--- src/rtl/beam_summer_if.sv ---
// Handshake and data bundle between the delay stage, beam_summer and the downstream consumer.
interface beam_summer_if #(
  parameter int unsigned NUM_CH = 16,
  parameter int unsigned DATA_W = 19,
  parameter int unsigned SUM_W  = DATA_W + 4
);
  logic                     sample_valid;
  logic signed [DATA_W-1:0] delayed_pcm_data_0;
  logic signed [DATA_W-1:0] delayed_pcm_data_1;
  logic signed [DATA_W-1:0] delayed_pcm_data_2;
  logic signed [DATA_W-1:0] delayed_pcm_data_3;
  logic signed [DATA_W-1:0] delayed_pcm_data_4;
  logic signed [DATA_W-1:0] delayed_pcm_data_5;
  logic signed [DATA_W-1:0] delayed_pcm_data_6;
  logic signed [DATA_W-1:0] delayed_pcm_data_7;
  logic signed [DATA_W-1:0] delayed_pcm_data_8;
  logic signed [DATA_W-1:0] delayed_pcm_data_9;
  logic signed [DATA_W-1:0] delayed_pcm_data_10;
  logic signed [DATA_W-1:0] delayed_pcm_data_11;
  logic signed [DATA_W-1:0] delayed_pcm_data_12;
  logic signed [DATA_W-1:0] delayed_pcm_data_13;
  logic signed [DATA_W-1:0] delayed_pcm_data_14;
  logic signed [DATA_W-1:0] delayed_pcm_data_15;
  logic [NUM_CH-1:0]        ch_enable;
  logic                     beam_ready;
  logic                     clear_overrun;
  logic signed [SUM_W-1:0]  beam_data;
  logic                     beam_valid;
  logic                     busy;
  logic                     overrun;

  modport master (
    output sample_valid, ch_enable, beam_ready, clear_overrun,
    output delayed_pcm_data_0, delayed_pcm_data_1, delayed_pcm_data_2, delayed_pcm_data_3,
    output delayed_pcm_data_4, delayed_pcm_data_5, delayed_pcm_data_6, delayed_pcm_data_7,
    output delayed_pcm_data_8, delayed_pcm_data_9, delayed_pcm_data_10, delayed_pcm_data_11,
    output delayed_pcm_data_12, delayed_pcm_data_13, delayed_pcm_data_14, delayed_pcm_data_15,
    input  beam_data, beam_valid, busy, overrun
  );

  modport slave (
    input  sample_valid, ch_enable, beam_ready, clear_overrun,
    input  delayed_pcm_data_0, delayed_pcm_data_1, delayed_pcm_data_2, delayed_pcm_data_3,
    input  delayed_pcm_data_4, delayed_pcm_data_5, delayed_pcm_data_6, delayed_pcm_data_7,
    input  delayed_pcm_data_8, delayed_pcm_data_9, delayed_pcm_data_10, delayed_pcm_data_11,
    input  delayed_pcm_data_12, delayed_pcm_data_13, delayed_pcm_data_14, delayed_pcm_data_15,
    output beam_data, beam_valid, busy, overrun
  );
endinterface

--- src/rtl/beam_summer.sv ---
// Time-multiplexed delay-and-sum: snapshots 16 channels, accumulates one per clock, holds result on valid/ready.
// Optional macro BEAM_SUM_MEAN_EN: output the rounded mean instead of the raw sum.
module beam_summer #(
  parameter int unsigned NUM_CH = 16,
  parameter int unsigned DATA_W = 19,
  parameter int unsigned SUM_W  = DATA_W + 4
) (
  input logic          clk,
  input logic          rst,
  beam_summer_if.slave bus
);
  localparam int unsigned IDX_W = $clog2(NUM_CH);

  typedef enum logic [1:0] {S_IDLE, S_ACCUM, S_OUT} state_e;

  state_e                   state_q, state_d;
  logic [IDX_W-1:0]         idx_q, idx_d;
  logic signed [SUM_W-1:0]  acc_q, acc_d;
  logic signed [SUM_W-1:0]  beam_data_q, beam_data_d;
  logic signed [DATA_W-1:0] snap_q [NUM_CH];
  logic signed [DATA_W-1:0] snap_d [NUM_CH];
  logic signed [DATA_W-1:0] pcm_c  [NUM_CH];
  logic [NUM_CH-1:0]        mask_q, mask_d;
  logic                     beam_valid_q, beam_valid_d;
  logic                     busy_q, busy_d;
  logic                     overrun_q, overrun_d;
  logic signed [DATA_W-1:0] snap_sel_c;
  logic signed [SUM_W-1:0]  term_c, sum_c, result_c;
  logic                     capture_c, ovr_set_c;

  assign pcm_c[0]  = bus.delayed_pcm_data_0;
  assign pcm_c[1]  = bus.delayed_pcm_data_1;
  assign pcm_c[2]  = bus.delayed_pcm_data_2;
  assign pcm_c[3]  = bus.delayed_pcm_data_3;
  assign pcm_c[4]  = bus.delayed_pcm_data_4;
  assign pcm_c[5]  = bus.delayed_pcm_data_5;
  assign pcm_c[6]  = bus.delayed_pcm_data_6;
  assign pcm_c[7]  = bus.delayed_pcm_data_7;
  assign pcm_c[8]  = bus.delayed_pcm_data_8;
  assign pcm_c[9]  = bus.delayed_pcm_data_9;
  assign pcm_c[10] = bus.delayed_pcm_data_10;
  assign pcm_c[11] = bus.delayed_pcm_data_11;
  assign pcm_c[12] = bus.delayed_pcm_data_12;
  assign pcm_c[13] = bus.delayed_pcm_data_13;
  assign pcm_c[14] = bus.delayed_pcm_data_14;
  assign pcm_c[15] = bus.delayed_pcm_data_15;

  // Single shared adder: current channel term, sign-extended and gated by the captured mask.
  always_comb begin
    snap_sel_c = snap_q[idx_q];
    term_c     = mask_q[idx_q] ? {{(SUM_W-DATA_W){snap_sel_c[DATA_W-1]}}, snap_sel_c} : '0;
    sum_c      = acc_q + term_c;
  end

`ifdef BEAM_SUM_MEAN_EN
  localparam int unsigned RND = 1 << (IDX_W - 1);
  logic signed [SUM_W:0] wide_c, shr_c;
  always_comb begin
    wide_c   = {sum_c[SUM_W-1], sum_c} + (SUM_W+1)'(RND);
    shr_c    = wide_c >>> IDX_W;
    result_c = shr_c[SUM_W-1:0];
  end
`else
  assign result_c = sum_c;
`endif

  always_comb begin
    state_d      = state_q;
    idx_d        = idx_q;
    acc_d        = acc_q;
    snap_d       = snap_q;
    mask_d       = mask_q;
    beam_data_d  = beam_data_q;
    beam_valid_d = beam_valid_q;
    overrun_d    = overrun_q;
    capture_c    = 1'b0;
    ovr_set_c    = 1'b0;
    case (state_q)
      S_IDLE: capture_c = bus.sample_valid;
      S_ACCUM: begin
        acc_d     = sum_c;
        idx_d     = idx_q + 1'b1;
        ovr_set_c = bus.sample_valid;
        if (idx_q == IDX_W'(NUM_CH - 1)) begin
          beam_data_d  = result_c;
          beam_valid_d = 1'b1;
          state_d      = S_OUT;
        end
      end
      S_OUT: begin
        if (bus.beam_ready) begin
          beam_valid_d = 1'b0;
          state_d      = S_IDLE;
          capture_c    = bus.sample_valid;
        end else begin
          ovr_set_c = bus.sample_valid;
        end
      end
      default: state_d = S_IDLE;
    endcase
    // A capture in OUT overrides the return to IDLE, so back-to-back samples see no bubble.
    if (capture_c) begin
      snap_d  = pcm_c;
      mask_d  = bus.ch_enable;
      acc_d   = '0;
      idx_d   = '0;
      state_d = S_ACCUM;
    end
    if (bus.clear_overrun) overrun_d = 1'b0;
    if (ovr_set_c)         overrun_d = 1'b1;
    busy_d = (state_d != S_IDLE);
  end

  always_ff @(posedge clk or negedge rst) begin
    if (!rst) begin
      state_q      <= S_IDLE;
      idx_q        <= '0;
      acc_q        <= '0;
      mask_q       <= '0;
      beam_data_q  <= '0;
      beam_valid_q <= 1'b0;
      busy_q       <= 1'b0;
      overrun_q    <= 1'b0;
      for (int i = 0; i < int'(NUM_CH); i++) snap_q[i] <= '0;
    end else begin
      state_q      <= state_d;
      idx_q        <= idx_d;
      acc_q        <= acc_d;
      mask_q       <= mask_d;
      beam_data_q  <= beam_data_d;
      beam_valid_q <= beam_valid_d;
      busy_q       <= busy_d;
      overrun_q    <= overrun_d;
      snap_q       <= snap_d;
    end
  end

  assign bus.beam_data  = beam_data_q;
  assign bus.beam_valid = beam_valid_q;
  assign bus.busy       = busy_q;
  assign bus.overrun    = overrun_q;
endmodule

--- src/flat_wrapper.sv ---
// flat-port wrapper written by rule: the top's interface ports become plain ports
module beam_summer_flat 
#(
  parameter int unsigned NUM_CH = 16,
  parameter int unsigned DATA_W = 19,
  parameter int unsigned SUM_W  = DATA_W + 4
)
  (clk, rst, bus_sample_valid, bus_ch_enable, bus_beam_ready, bus_clear_overrun, bus_delayed_pcm_data_0, bus_delayed_pcm_data_1, bus_delayed_pcm_data_2, bus_delayed_pcm_data_3, bus_delayed_pcm_data_4, bus_delayed_pcm_data_5, bus_delayed_pcm_data_6, bus_delayed_pcm_data_7, bus_delayed_pcm_data_8, bus_delayed_pcm_data_9, bus_delayed_pcm_data_10, bus_delayed_pcm_data_11, bus_delayed_pcm_data_12, bus_delayed_pcm_data_13, bus_delayed_pcm_data_14, bus_delayed_pcm_data_15, bus_beam_data, bus_beam_valid, bus_busy, bus_overrun);
  beam_summer_if #(.NUM_CH(NUM_CH), .DATA_W(DATA_W), .SUM_W(SUM_W)) bus_i ();
  input logic clk;
  input logic rst;
  input wire logic [$bits(bus_i.sample_valid)-1:0] bus_sample_valid;
  input wire logic [$bits(bus_i.ch_enable)-1:0] bus_ch_enable;
  input wire logic [$bits(bus_i.beam_ready)-1:0] bus_beam_ready;
  input wire logic [$bits(bus_i.clear_overrun)-1:0] bus_clear_overrun;
  input wire logic [$bits(bus_i.delayed_pcm_data_0)-1:0] bus_delayed_pcm_data_0;
  input wire logic [$bits(bus_i.delayed_pcm_data_1)-1:0] bus_delayed_pcm_data_1;
  input wire logic [$bits(bus_i.delayed_pcm_data_2)-1:0] bus_delayed_pcm_data_2;
  input wire logic [$bits(bus_i.delayed_pcm_data_3)-1:0] bus_delayed_pcm_data_3;
  input wire logic [$bits(bus_i.delayed_pcm_data_4)-1:0] bus_delayed_pcm_data_4;
  input wire logic [$bits(bus_i.delayed_pcm_data_5)-1:0] bus_delayed_pcm_data_5;
  input wire logic [$bits(bus_i.delayed_pcm_data_6)-1:0] bus_delayed_pcm_data_6;
  input wire logic [$bits(bus_i.delayed_pcm_data_7)-1:0] bus_delayed_pcm_data_7;
  input wire logic [$bits(bus_i.delayed_pcm_data_8)-1:0] bus_delayed_pcm_data_8;
  input wire logic [$bits(bus_i.delayed_pcm_data_9)-1:0] bus_delayed_pcm_data_9;
  input wire logic [$bits(bus_i.delayed_pcm_data_10)-1:0] bus_delayed_pcm_data_10;
  input wire logic [$bits(bus_i.delayed_pcm_data_11)-1:0] bus_delayed_pcm_data_11;
  input wire logic [$bits(bus_i.delayed_pcm_data_12)-1:0] bus_delayed_pcm_data_12;
  input wire logic [$bits(bus_i.delayed_pcm_data_13)-1:0] bus_delayed_pcm_data_13;
  input wire logic [$bits(bus_i.delayed_pcm_data_14)-1:0] bus_delayed_pcm_data_14;
  input wire logic [$bits(bus_i.delayed_pcm_data_15)-1:0] bus_delayed_pcm_data_15;
  output wire logic [$bits(bus_i.beam_data)-1:0] bus_beam_data;
  output wire logic [$bits(bus_i.beam_valid)-1:0] bus_beam_valid;
  output wire logic [$bits(bus_i.busy)-1:0] bus_busy;
  output wire logic [$bits(bus_i.overrun)-1:0] bus_overrun;
  assign bus_i.sample_valid = bus_sample_valid;
  assign bus_i.ch_enable = bus_ch_enable;
  assign bus_i.beam_ready = bus_beam_ready;
  assign bus_i.clear_overrun = bus_clear_overrun;
  assign bus_i.delayed_pcm_data_0 = bus_delayed_pcm_data_0;
  assign bus_i.delayed_pcm_data_1 = bus_delayed_pcm_data_1;
  assign bus_i.delayed_pcm_data_2 = bus_delayed_pcm_data_2;
  assign bus_i.delayed_pcm_data_3 = bus_delayed_pcm_data_3;
  assign bus_i.delayed_pcm_data_4 = bus_delayed_pcm_data_4;
  assign bus_i.delayed_pcm_data_5 = bus_delayed_pcm_data_5;
  assign bus_i.delayed_pcm_data_6 = bus_delayed_pcm_data_6;
  assign bus_i.delayed_pcm_data_7 = bus_delayed_pcm_data_7;
  assign bus_i.delayed_pcm_data_8 = bus_delayed_pcm_data_8;
  assign bus_i.delayed_pcm_data_9 = bus_delayed_pcm_data_9;
  assign bus_i.delayed_pcm_data_10 = bus_delayed_pcm_data_10;
  assign bus_i.delayed_pcm_data_11 = bus_delayed_pcm_data_11;
  assign bus_i.delayed_pcm_data_12 = bus_delayed_pcm_data_12;
  assign bus_i.delayed_pcm_data_13 = bus_delayed_pcm_data_13;
  assign bus_i.delayed_pcm_data_14 = bus_delayed_pcm_data_14;
  assign bus_i.delayed_pcm_data_15 = bus_delayed_pcm_data_15;
  assign bus_beam_data = bus_i.beam_data;
  assign bus_beam_valid = bus_i.beam_valid;
  assign bus_busy = bus_i.busy;
  assign bus_overrun = bus_i.overrun;
  beam_summer #(.NUM_CH(NUM_CH), .DATA_W(DATA_W), .SUM_W(SUM_W)) u_core (.clk(clk), .rst(rst), .bus(bus_i));
endmodule
--- config.mk ---
export PLATFORM = sky130hd
export DESIGN_NAME = beam_summer_flat
export DESIGN_NICKNAME = d
export VERILOG_FILES = /design/src/rtl/beam_summer_if.sv /design/src/rtl/beam_summer.sv /design/src/flat_wrapper.sv
export SDC_FILE = /design/constraint.sdc
export NUM_CORES = 1
export LEC_CHECK = 0
export CAP_MARGIN = 10
export CORE_MARGIN = 2
export CORE_UTILIZATION = 40
export CTS_BUF_LIST = sky130_fd_sc_hd__clkbuf_4 sky130_fd_sc_hd__clkbuf_8
export DETAILED_ROUTE_END_ITERATION = 7
export PLACE_DENSITY = 0.69
export SLEW_MARGIN = 5
export SYNTH_ARGS = -nofsm -noshare
export SYNTH_HDL_FRONTEND = slang
export SYNTH_SLANG_ARGS = --single-unit
export TNS_END_PERCENT = 1
--- constraint.sdc ---
create_clock -name clk -period 12.45 [get_ports clk]
set_clock_uncertainty 0.15 [all_clocks]
set_input_delay 1.8675 -clock clk [delete_from_list [all_inputs] [get_ports clk]]
set_output_delay 1.8675 -clock clk [all_outputs]
set_load 0.005 [all_outputs]
==> results.ini, run 1 <==
[status]
status = complete, no violations

[routing]
final_antenna_net_count = 0
drt-vias-per-instance = 5.26
routedWlPerCell_um = 23.1
post-route-drc-count = 0
vias = 11500
drt_iter0_drc = 732
drt-total-wl_um = 50300
dr.pass1.iters = 5

[timing]
slew_violations = 0
max_freq_ghz = 0.175
setup_slack_ps = 6730
finalSetupViolCount = 0
post-route-period-util_pct = 45.9
hold_viol = 0
final.setup.tns_ps = 0
grt_setup_unrepaired = no
holdWs_ps = 328
fin_crit_ps = 5720
relSlewSlack_pct = 17.8
worst_pin_slew_ps = 1230

[power_and_ir_drop]
p_int_mw = 4.01
power.net_switching_mw = 2.19
p_comb_share_pct = 44.7
ir_worst_vdd_v = 0.000109
swShare_pct = 35.4
leakage_nw = 9.46
power.share.clock_pct = 20.1
power_mw = 6.20
seqPwrFrac_pct = 35.3
power.density_mw_per_mm2 = 268

[yosys]
synth_edf_count = 0
synth_area_mm2 = 0.0176
synth_ff_type = dfrtp_1
yosysTopAreaCellShare_pct = 53.5
synth_top_family_by_area = multiplexers
synth-simple-area-share_pct = 3.19
synthMuxAreaShare_pct = 33.6
synthXorXnorAreaFrac_pct = 0.976
ys_warn_count = 0
avgSynthCellArea_um2 = 14.9
syn_nets = 1534
netlist_instances = 1181
ys_types = 56
synth_area_leader_cell = dfrtp_1
synth-async-reset-ratio_pct = 100
synthAdderAreaFrac_pct = 2.04
synth_compound_area_share_pct = 4.85
ys_seq_elements = 375
synth_seq_area_share_pct = 53.5
synth_area_leaders = dfrtp_1 53%, mux2_2 21%, mux4_2 12%

[clock_tree]
clock_latency_ps = 610
cts_hold_buffers = 0
root_buffer = clkbuf_8
cts_buffer_depth = 3
post_cts_resize_count = 0
cts_setup_buffers = 0
numCtsBuffers = 68
clkTransAtPathRegs_ps = 60
cts_tree = built
cts_sinks = 375
cts-htree-levels = 3

[global_route]
grt_pass1_vias = 12400
grt_max_degree = 214
grt_util_all_layers_pct = 22.5
grt_first_pass_wirelength_um = 75100
antenna_found_initial = 18
grt.overflow.total = 0

[finish]
seqCellArea_mm2 = 0.00939
multiInputGateArea_mm2 = 0.00784
syn_to_final_growth_pct = 31.7
fillerInstances = 3661
fin_cells = 2179
drive_above_1_share_pct = 35.1
finalNetCount = 1890

[setup_path]
required_ps = 12760
crit_path_max_fanout = 36
critPathKind = flop to flop
arrival_ps = 6030
start_kind = flop
cp-end-kind = flop

[floorplanning]
die_w_um = 213
die_area_mm2 = 0.0456
start_util_pct = 40.7
io_pins = 351
core_mm2 = 0.0432
fp-row-count = 76
die_h_um = 213

[min_path]
hold_path_class = flop to flop

[place]
gp_congestion = 0.843
dpl.hpwl_um = 36800
placed_cells = 2052
portBuffers = 350
dp_slack_ps = 6680

[flow_run]
cap_violations = 0

==> critical path, stage by stage, from the launching register on <==
cell      delay (ps)
dfrtp_4          680
buf_4            670
buf_4            670
mux4_2           610
mux4_2           450
and2b_1          170
ha_1             330
a211oi_1         230
nor2_1           100
o31a_1           280
nor3_1           560
o21ai_0          230
xnor2_1          230
o21ai_0          120
==> synth_stat cells (all sizes together), types with 3 or more instances <==
cell type	count
o211ai	4
nand4	7
inv	9
buf	11
xor2	9
ha	27
mux2	324
a22o	3
mux4	97
a21boi	3
and2	4
a211oi	6
a21oi	19
o21a	8
clkbuf	65
nand2	61
o31a	3
a32o	4
xnor2	8
a21o	6
nor2b	19
dfrtp	375
a211o	3
mux2i	4
nor2	12
o21ai	58
==> through the flow <==
| stage | utilization (%) | instance area, µm² |
|---|---|---|
| floorplan | - | 17600 |
| global placement | 50.1 | 21600 |
| detailed placement | 50.1 | 21600 |
| CTS | 53.5 | 23100 |
| global route | 53.5 | 23100 |
| finish | 53.6 | 23100 |
==> layout make-up <==
cell class	count	share of cell area, %
multi-input combinational	721	33.9
timing repair buffer	362	15.7
clock buffer	109	6.00
sequential	375	40.6
clock inverter	9	0.379
inverter	9	0.146
tap	585	3.17
antenna	9	0.0974
==> per-layer routing <==
| metal | track usage (%) | wire length, µm | share of wire, % | vias to the layer above |
|---|---|---|---|---|
| li1 | - | - | - | 5141 |
| met1 | 29.3 | 21400 | 43 | 5853 |
| met2 | 35.1 | 23500 | 47 | 337 |
| met3 | 7.54 | 3670 | 7.3 | 102 |
| met4 | 8.19 | 1540 | 3.1 | 18 |
| met5 | 0 | 116 | 0.23 | - |
==> cell families after synthesis <==
| group | Yosys count |
|---|---|
| AOI/OAI and AO/OA | 132 |
| muxes | 425 |
| adders and majority gates | 28 |
| buffers and inverters | 85 |
| and+or+nand+nor | 118 |
| xor gates and xnor gates | 18 |
| DFF | 375 |
==> layout by cell type (no fill, tap or decap), drive strengths merged, types with 3 or more instances in the layout <==
| cell type | synthesis | layout |
|---|---|---|
| nor2b | 19 | 19 |
| xnor2 | 8 | 8 |
| a21o | 6 | 6 |
| nor2 | 12 | 12 |
| buf | 11 | 13 |
| dfrtp | 375 | 375 |
| o31a | 3 | 3 |
| clkbuf | 65 | 109 |
| a21oi | 19 | 19 |
| o21ai | 58 | 58 |
| diode | 0 | 9 |
| inv | 9 | 11 |
| a22o | 3 | 3 |
| clkinv | 0 | 3 |
| a211oi | 6 | 6 |
| mux2i | 4 | 4 |
| a21boi | 3 | 3 |
| clkdlybuf4s50 | 0 | 349 |
| o21a | 8 | 8 |
| mux2 | 324 | 324 |
| ha | 27 | 27 |
| xor2 | 9 | 9 |
| a32o | 4 | 4 |
| a211o | 3 | 3 |
| clkinvlp | 0 | 3 |
| nand4 | 7 | 7 |
| nand2 | 61 | 61 |
| mux4 | 97 | 97 |
| o211ai | 4 | 4 |
| and2 | 4 | 4 |
==> path summary, 6_finish.rpt <==
check	to	depth (start not counted)	slack, ps	from
worst max-delay path	u_core.acc_q[14]	13	6730	u_core.idx_q[0]
worst max register to register	u_core.acc_q[14]	13	6730	u_core.idx_q[0]
max in group asynchronous	u_core.snap_q[101]	3	9050	rst
min in group asynchronous	u_core.snap_q[287]	1	1150	rst
worst min-delay path	u_core.bus.beam_data[15]	2	330	u_core.bus.beam_data[15]
worst min register to register	u_core.bus.beam_data[15]	2	330	u_core.bus.beam_data[15]
==> flip-flops by register name, indices dropped and copies added, names as in the netlist <==
name	flops
u_core.acc_q	23
u_core.bus.beam_data	23
u_core.bus.beam_valid	1
u_core.bus.busy	1
u_core.bus.overrun	1
u_core.idx_q	4
u_core.mask_q	16
u_core.snap_q	304
u_core.state_q	2
==> power groups by stage <==
stage / Combinational, mW / Sequential [mW] / Clock [mW]
final: 2.77 / 2.19 / 1.24
after global routing: 2.99 / 2.26 / 1.34
after CTS: 2.80 / 2.19 / 1.28
after detailed placement: 2.79 / 2.20 / 0
after global placement: 2.75 / 2.18 / 0
after floorplan: 2.05 / 2.00 / 0
Note: power is estimated with default switching activity, not from simulation.
==> inputs of run 2 (changes only) <==
- PLACE_DENSITY: 0.69 -> 0.71
- clock period: 12.45 -> 5.2 ns (I/O delays scaled with it)
==> results.ini, run 2 (synthesized netlist as in run 1, its figures left out) <==
[setup_path]
reg2reg_from = u_core.idx_q[0]
crit_buf_inv = 1  ; -1
path_delay_family = compound AO/OA/AOI/OAI gates
required_ps = 5540  ; -7220 ps
reg2reg_slack_ps = 660  ; -6070 ps
max_stage_delay_ps = 640  ; -40 ps
critPathKind = flop to flop
cp-end-kind = flop
arrival_ps = 4880  ; -1150 ps
reg2reg_to = u_core.acc_q[9]
crit_chain = buf_12, mux4_2, mux4_2, and2b_1, ha_1, a21o_1, a21oi_1, a21boi_0, o31a_1, o21a_1, or3_1, a32o_1
crit_path_frequent_cell = mux4_2
cpMaxStageDelayCell = dfrtp_4
crit_path_max_fanout = 23  ; -36%
r2r_cells = 12  ; -1
start_kind = flop

[finish]
final_common_cell = dfrtp_1
drive_above_1_share_pct = 35.1  ; -0.082 points
syn_to_final_growth_pct = 31.7  ; about the same
seqCellArea_mm2 = 0.00939  ; unchanged
multiInputGateArea_mm2 = 0.00784  ; unchanged
most-common-layout-cells = 372 x dfrtp_1, 349 x clkdlybuf4s50_1, 323 x mux2_2
largest_reg_flops = 304  ; unchanged
final_util_pct = 53.6  ; about the same
regMostFlops = u_core.snap_q
fillerInstances = 3655  ; -0.16%
finalNetCount = 1895  ; +0.26%

[clock_tree]
cts_tree = built
clock_latency_ps = 600  ; about the same
numCtsBuffers = 67  ; -1.5%
cts_hold_buffers = 0  ; unchanged
cts_setup_buffers = 0  ; unchanged
post_cts_resize_count = 0  ; unchanged
cts_buffer_depth = 3  ; unchanged
cts_sinks = 375  ; unchanged
root_buffer = clkbuf_8
clkTransAtPathRegs_ps = 60  ; about the same
cts-htree-levels = 3  ; unchanged

[floorplanning]
io_pins = 351  ; unchanged
die_h_um = 213  ; unchanged
fp-row-count = 76  ; unchanged
start_util_pct = 40.7  ; unchanged
die_w_um = 213  ; unchanged
core_mm2 = 0.0432  ; unchanged
die_area_mm2 = 0.0456  ; unchanged

[timing]
fin_crit_ps = 4540  ; -1180 ps
slew_violations = 0  ; unchanged
final.setup.tns_ps = 0  ; unchanged
relSlewSlack_pct = 37.8  ; +20 points
worst_pin_slew_ps = 932  ; -300 ps
max_freq_ghz = 0.221  ; +26%
post-route-period-util_pct = 87.2  ; +41 points
hold_viol = 0  ; unchanged
finalSetupViolCount = 0  ; unchanged
grt_setup_unrepaired = no

[routing]
post-route-drc-count = 0  ; unchanged
vias = 11600  ; +1.2%
dr.pass1.iters = 6  ; +1
routedWlPerCell_um = 23.6  ; +2.5%
drt-total-wl_um = 51400  ; +2.3%
final_antenna_net_count = 0  ; unchanged
drt_iter0_drc = 668  ; -8.7%
drt-vias-per-instance = 5.33  ; +1.3%

[global_route]
grt_util_all_layers_pct = 23.0  ; +0.51 points
grt_pass1_vias = 12400  ; +0.35%
antenna_found_initial = 11  ; -7
grt.overflow.total = 0  ; unchanged
grt_max_degree = 117  ; -45%
grt_first_pass_wirelength_um = 76500  ; +1.8%

[power_and_ir_drop]
ir_worst_vdd_v = 0.000239  ; +120%
leakage_nw = 9.46  ; about the same
power.density_mw_per_mm2 = 638  ; +140%

[place]
portBuffers = 350  ; unchanged
dpl.hpwl_um = 38700  ; +5.2%
gp_congestion = 0.869  ; +3.1%

[min_path]
hold_path_class = primary input to asynchronous set/reset pin

[status]
status = complete, no violations

[flow_run]
cap_violations = 0  ; unchanged

-- run 2: worst reg2reg max path: stages (launching register included) --
cell and delay [ps]:
dfrtp_4 640, buf_12 270, mux4_2 640, mux4_2 470, and2b_1 170, ha_1 360
a21o_1 180, a21oi_1 240, a21boi_0 220, o31a_1 320, o21a_1 180, or3_1 330
a32o_1 260
-- run 2: metrics by stage --
step | setup slack, ps | std cells | hold WS [ps] | cell area, µm² | power (mW)
CTS | 689 | 2168 | 132 | 23100 | 14.9
finish | 665 | 2176 | 128 | 23100 | 14.8
global route | 485 | 2173 | 188 | 23100 | 15.6
detailed placement | 709 | 2058 | 325 | 21800 | 12.0
floorplan | 837 | 1181 | 304 | 17600 | 9.68
global placement | 771 | 2058 | 320 | 21800 | 11.8
-- run 2: power by group --
group	total (mW)	leakage (nW)	internal [mW]	switching, mW
Combinational	6.71	4.27	3.59	3.12
Sequential	5.25	4.48	4.33	0.922
Clock	2.80	0.711	1.59	1.20
-- run 2: routing by layer --
| layer | up-vias | share of wire (%) | global-route usage, % |
|---|---|---|---|
| met4 | 8 | 2.6 | 8.12 |
| met1 | 5967 | 41 | 29.4 |
| met5 | - | 0.095 | 0 |
| met2 | 376 | 48 | 36.7 |
| li1 | 5149 | - | - |
| met3 | 88 | 8.0 | 7.62 |
-- run 2: final cells by class --
class | count | area share [%]
diodes | 8 | 0.0866
clock buffers | 103 | 5.51
clock inverters | 7 | 0.281
inverters | 9 | 0.146
multi-input cells | 721 | 33.9
flip-flops and latches | 375 | 40.6
well taps | 585 | 3.16
repair buffers | 368 | 16.3
-- run 2: how the worst max path moves through the flow --
stage	from	to	slack, ps	cells after the start
finish	u_core.idx_q[0]	u_core.acc_q[9]	660	12
floorplan	u_core.idx_q[0]	u_core.acc_q[9]	840	14
global placement	u_core.idx_q[0]	u_core.acc_q[9]	770	12
detailed placement	u_core.idx_q[0]	u_core.acc_q[9]	710	12
global route	u_core.idx_q[0]	u_core.acc_q[9]	480	12
CTS	u_core.idx_q[0]	u_core.acc_q[9]	690	12
